File: src/rtl/pulse_receiver_if.sv
// Connection bundle between the upstream pulse generator (master) and the
// serial frame receiver (slave).
interface pulse_receiver_if #(
  parameter int WIDTH = 16
);
  localparam int ONES_W = $clog2(WIDTH + 1);

  logic              serial_in;
  logic              frame_start;
  logic [WIDTH-1:0]  data_out;
  logic              data_valid;
  logic [ONES_W-1:0] ones_count;
  logic              busy;
  logic              frame_error;

  modport master (
    output serial_in, frame_start,
    input  data_out, data_valid, ones_count, busy, frame_error
  );

  modport slave (
    input  serial_in, frame_start,
    output data_out, data_valid, ones_count, busy, frame_error
  );
endinterface

File: src/rtl/pulse_receiver.sv
// Serial frame receiver: shifts WIDTH bits in after a frame_start, then
// publishes the word, its population count and a one-cycle valid pulse.
module pulse_receiver #(
  parameter int WIDTH     = 16,
  parameter bit MSB_FIRST = 1'b1
) (
  input  logic             clock,
  input  logic             reset,
  pulse_receiver_if.slave  bus
);

  localparam int CNT_W  = (WIDTH <= 2) ? 1 : $clog2(WIDTH);
  localparam int ONES_W = $clog2(WIDTH + 1);

  localparam logic [0:0] S_IDLE  = 1'b0;
  localparam logic [0:0] S_SHIFT = 1'b1;

  logic [0:0]        r_state;
  logic [CNT_W-1:0]  r_count;
  logic [WIDTH-2:0]  r_part;
  logic [WIDTH-1:0]  r_data;
  logic [ONES_W-1:0] r_ones;
  logic              r_valid;
  logic              r_error;

  logic [WIDTH-1:0]  w_next;
  logic [WIDTH-2:0]  w_part_next;
  logic [ONES_W-1:0] w_ones;
  logic              w_last;

  // Only WIDTH-1 bits of history are needed: the final bit goes straight
  // from serial_in into the published word.
  generate
    if (MSB_FIRST) begin : g_msb
      assign w_next      = {r_part, bus.serial_in};
      assign w_part_next = w_next[WIDTH-2:0];
    end else begin : g_lsb
      assign w_next      = {bus.serial_in, r_part};
      assign w_part_next = w_next[WIDTH-1:1];
    end
  endgenerate

  // NOTE: every always_comb output gets a default before the loop, so no latch is inferred.
  always_comb begin
    w_ones = '0;
    for (int i = 0; i < WIDTH; i++) begin
      w_ones = w_ones + ONES_W'(w_next[i]);
    end
  end

  assign w_last = (r_count == CNT_W'(WIDTH - 1));

  // NOTE: sequential state uses non-blocking assignments so all registers update from pre-edge values.
  always_ff @(posedge clock or negedge reset) begin
    if (!reset) begin
      r_state <= S_IDLE;
      r_count <= '0;
      r_part  <= '0;
      r_data  <= '0;
      r_ones  <= '0;
      r_valid <= 1'b0;
      r_error <= 1'b0;
    end else begin
      r_valid <= 1'b0;
      r_error <= 1'b0;
      case (r_state)
        S_IDLE: begin
          if (bus.frame_start) begin
            r_state <= S_SHIFT;
            r_count <= '0;
            r_part  <= '0;
          end
        end
        S_SHIFT: begin
          // The completing edge wins over a simultaneous frame_start.
          if (w_last) begin
            r_data  <= w_next;
            r_ones  <= w_ones;
            r_valid <= 1'b1;
            r_part  <= w_part_next;
            r_state <= S_IDLE;
          end else if (bus.frame_start) begin
            r_error <= 1'b1;
            r_count <= '0;
            r_part  <= '0;
          end else begin
            r_part  <= w_part_next;
            r_count <= r_count + 1'b1;
          end
        end
        default: r_state <= S_IDLE;
      endcase
    end
  end

  assign bus.data_out    = r_data;
  assign bus.ones_count  = r_ones;
  assign bus.data_valid  = r_valid;
  assign bus.frame_error = r_error;
  assign bus.busy        = (r_state == S_SHIFT);

endmodule

File: src/flat_wrapper.sv
// flat-port wrapper written by rule: the top's interface ports become plain ports
module pulse_receiver_flat 
#(
  parameter int WIDTH     = 16,
  parameter bit MSB_FIRST = 1'b1
)
  (clock, reset, bus_serial_in, bus_frame_start, bus_data_out, bus_data_valid, bus_ones_count, bus_busy, bus_frame_error);
  pulse_receiver_if #(.WIDTH(WIDTH)) bus_i ();
  input  logic clock;
  input  logic reset;
  input wire logic [$bits(bus_i.serial_in)-1:0] bus_serial_in;
  input wire logic [$bits(bus_i.frame_start)-1:0] bus_frame_start;
  output wire logic [$bits(bus_i.data_out)-1:0] bus_data_out;
  output wire logic [$bits(bus_i.data_valid)-1:0] bus_data_valid;
  output wire logic [$bits(bus_i.ones_count)-1:0] bus_ones_count;
  output wire logic [$bits(bus_i.busy)-1:0] bus_busy;
  output wire logic [$bits(bus_i.frame_error)-1:0] bus_frame_error;
  assign bus_i.serial_in = bus_serial_in;
  assign bus_i.frame_start = bus_frame_start;
  assign bus_data_out = bus_i.data_out;
  assign bus_data_valid = bus_i.data_valid;
  assign bus_ones_count = bus_i.ones_count;
  assign bus_busy = bus_i.busy;
  assign bus_frame_error = bus_i.frame_error;
  pulse_receiver #(.WIDTH(WIDTH), .MSB_FIRST(MSB_FIRST)) u_core (.clock(clock), .reset(reset), .bus(bus_i));
endmodule
File: config.mk
export PLATFORM = sky130hd
export DESIGN_NAME = pulse_receiver_flat
export DESIGN_NICKNAME = d
export VERILOG_FILES = /design/src/rtl/pulse_receiver_if.sv /design/src/rtl/pulse_receiver.sv /design/src/flat_wrapper.sv
export SDC_FILE = /design/constraint.sdc
export NUM_CORES = 1
export LEC_CHECK = 0
export CORE_ASPECT_RATIO = 2
export CORE_MARGIN = 4
export CORE_UTILIZATION = 35
export DETAILED_ROUTE_END_ITERATION = 10
export GPL_TIMING_DRIVEN = 0
export RECOVER_POWER = 50
export SYNTH_ARGS = -nofsm -noshare
export SYNTH_HDL_FRONTEND = slang
export SYNTH_SLANG_ARGS = --single-unit
export TNS_END_PERCENT = 30
File: constraint.sdc
create_clock -name clock -period 3.9 [get_ports clock]
set_input_delay 0.78 -clock clock [delete_from_list [all_inputs] [get_ports clock]]
set_output_delay 0.78 -clock clock [all_outputs]
set_load 0.005 [all_outputs]
==> results.sh <==
export IMPL_syn_num_nets=209
export IMPL_synth_seq_area_share_pct=53.0
export IMPL_worstMarginPinSlew_ns=1.32
export IMPL_r2r_start="u_core.r_part[0]"
export IMPL_min_from="u_core.bus.data_out[12]"
export IMPL_drc=0
export IMPL_place_area_sq_um=2400
export IMPL_path_max_fanout=3
export IMPL_layout_drive_gt1_share_pct=11.6
export IMPL_violations="setup timing"
export IMPL_end_kind="register"
export IMPL_instances_no_fill=286
export IMPL_grt_pass1_vias=1520
export IMPL_grt_max_degree=26
export IMPL_synth_ff_latch_count=43
export IMPL_core_area_sq_um=5660
export IMPL_synthFlopType="dfrtp_1"
export IMPL_gp_congestion=0.786
export IMPL_synth_compound_area_share_pct=13.0
export IMPL_start_util_pct=35.9
export IMPL_fmax_ghz=0.250
export IMPL_maxCapViolCount=0
export IMPL_criticalPathCategory="in -> reg"
export IMPL_rsz0062_at_grt="true"
export IMPL_worstPathRequired_ns=4.07
export IMPL_synth_edf_count=0
export IMPL_min_path_type="reg -> reg"
export IMPL_leakage_nw=1.23
export IMPL_grtUsageTotal_pct=13.4
export IMPL_wl_per_cell_um=14.2
export IMPL_clockBufferDepth=2
export IMPL_layout_setup_ws_ns=-0.0957
export IMPL_finClkSkew_ns=0.00593
export IMPL_area_growth_pct=25.0
export IMPL_diodes=0
export IMPL_netlist_instances=189
export IMPL_ir_drop_uv=248
export IMPL_final_max_slew_viol_count=0
export IMPL_status="complete, but fails checks"
export IMPL_ant_nets=0
export IMPL_grt_overflow=0
export IMPL_clock_latency_ns=0.28
export IMPL_synth_xor_area_share_pct=0.432
export IMPL_first_iter_violations=31
export IMPL_period_needed_ns=4.00
export IMPL_die_y_um=116
export IMPL_post_route_util_pct=44.8
export IMPL_fin_hold_ws_ns=0.477
export IMPL_cts_root_buffer="clkbuf_16"
export IMPL_critPathLaunchType="input port"
export IMPL_powerDensity_nw_per_um2=358
export IMPL_finalSetupViolations=3
export IMPL_cp_arrival_ns=4.16
export IMPL_r2r_cells=14
export IMPL_routed_via_density=5.08
export IMPL_slew_headroom_pct=11.9
export IMPL_hold_buffers=0
export IMPL_final_hold_viol_count=0
export IMPL_syn_area_sq_um=2030
export IMPL_dieArea_sq_um=7150
export IMPL_first_pass_iters=4
export IMPL_vias=1453
export IMPL_cts_tree="done"
export IMPL_synth_simple_area_share_pct=13.6
export IMPL_grt_pass1_wl_mm=7.13
export IMPL_synth_top_family_by_area="simple AND/OR/NAND/NOR gates"
export IMPL_setup_tns_ns=-0.167
export IMPL_synth_mux_area_share_pct=0
export IMPL_die_w_um=61.8
export IMPL_synth_fa_ha_area_share_pct=13.6
export IMPL_cts_reportedPaths_clkPinSlew_ns=0.06
export IMPL_antenna_found_initial=0
export IMPL_rows=39
export IMPL_min_to="u_core.bus.data_out[12]"
export IMPL_holdPathStages=2
export IMPL_async_flop_share_pct=100
export IMPL_dp_hpwl_mm=3.18
export IMPL_finalInstanceArea_sq_um=2540
export IMPL_yosys_warnings=0
export IMPL_htreeDepth=2
export IMPL_port_buffers=27
export IMPL_routed_wl_mm=4.06
export IMPL_clock_sinks=43
export IMPL_io_pins=28
export IMPL_avgSynthCellArea_sq_um=10.7
export IMPL_post_route_period_util_pct=102
export IMPL_reg2reg_to="u_core.bus.ones_count[4]"
export IMPL_layout_nets=244
export IMPL_reg2reg_slack_ns=0.04
export IMPL_dpl_cell_count=278
export IMPL_yosysUniqueCellTypes=27
export IMPL_cts_buffers=5
metrics by stage:
step	setup WS [ns]	power, mW
final	-0.0957	0.909
after global placement	-0.804	0.513
after detailed placement	-0.843	0.516
after global routing	-0.241	0.949
after floorplan	-0.185	0.492
after CTS	-0.263	0.920
state kept, by name (all words and copies together) (netlist names):
register / cells
u_core.bus.data_out: 16
u_core.r_part: 15
u_core.bus.ones_count: 5
u_core.r_count: 4
u_core.bus.busy: 1
u_core.bus.data_valid: 1
u_core.bus.frame_error: 1
cell usage after synthesis (4+ instances only):
master   instances  share of area [%]
buf_2            7                1.7
o21ai_1          8                2.0
nand3_1          4               0.99
inv_1           21                3.9
fa_1            10                9.9
ha_1             6                3.7
a21oi_1          5                1.2
a22o_1          16                6.9
nand2_1         46                8.5
dfrtp_1         43                 53
nor2_1           4               0.74
how the worst max path moves through the flow:
stage | from | end | slack, ns
final | bus_serial_in | u_core.bus.ones_count[4] | -0.1
after global routing | bus_serial_in | u_core.bus.ones_count[4] | -0.24
after CTS | bus_serial_in | u_core.bus.ones_count[4] | -0.26
after detailed placement | bus_serial_in | u_core.bus.ones_count[4] | -0.84
after floorplan | bus_serial_in | u_core.bus.ones_count[4] | -0.18
after global placement | bus_serial_in | u_core.bus.ones_count[4] | -0.80
report_power, final:
group / total [mW] / internal (mW) / leakage, nW / switching [mW]
Sequential: 0.456 / 0.451 / 0.563 / 0.00495
Combinational: 0.0512 / 0.0199 / 0.605 / 0.0313
Clock: 0.402 / 0.236 / 0.0669 / 0.166
Total: 0.909 / 0.707 / 1.23 / 0.202
placed cells by master (no fill, tap or decap), drive strengths merged, types with 6 or more instances in the layout:
cell type      Yosys  routed
buf                8       6
o21ai             10      10
fa                10      10
nand2             46      46
a22o              16      16
clkbuf             0      11
ha                 6       6
clkdlybuf4s50      0      24
dfrtp             43      43
inv               22      22
cell families after synthesis:
| group | after synthesis |
|---|---|
| AO/OA/AOI/OAI | 36 |
| XOR/XNOR | 1 |
| adder cells (fa/ha/maj) | 16 |
| buffers and inverters | 30 |
| flip-flops | 43 |
| AND/OR/NAND/NOR | 63 |
critical path, cell delays in order:
cell and delay [ns]:
buf_8 0.10, ha_4 0.25, inv_2 0.03, fa_1 0.47, inv_1 0.05, fa_1 0.47
fa_1 0.53, inv_2 0.04, fa_1 0.49, fa_2 0.22, inv_2 0.04, fa_2 0.35
a21oi_2 0.12, nor2_1 0.04, a22o_1 0.17
layer usage:
layer | vias up | global-route usage (%) | routed length (um)
met2 | 26 | 23.2 | 2310
met1 | 730 | 15.3 | 1530
li1 | 690 | - | -
met3 | 7 | 2.56 | 144
met4 | 0 | 5.81 | 82
met5 | - | 0 | 0
cell type report:
type | instances | area [sq um]
tap | 61 | 76.3
clock buffer | 6 | 129
inverter | 22 | 82.6
multi-input combinational | 116 | 846
timing repair buffer | 28 | 273
buffer | 8 | 42.5
fill | 544 | 3120
sequential | 43 | 1080
clock inverter | 2 | 12.5
timing repair:
| item | in CTS | in global routing |
|---|---|---|
| buffers inserted | 0 | 0 |
| resized for setup | 10 | 1 |
| endpoints found under the hold margin | 0 | 0 |
| endpoints found under the setup margin | 5 | 4 |
| pin swaps | 7 | 7 |
Note: power is estimated with default switching activity, not from simulation.
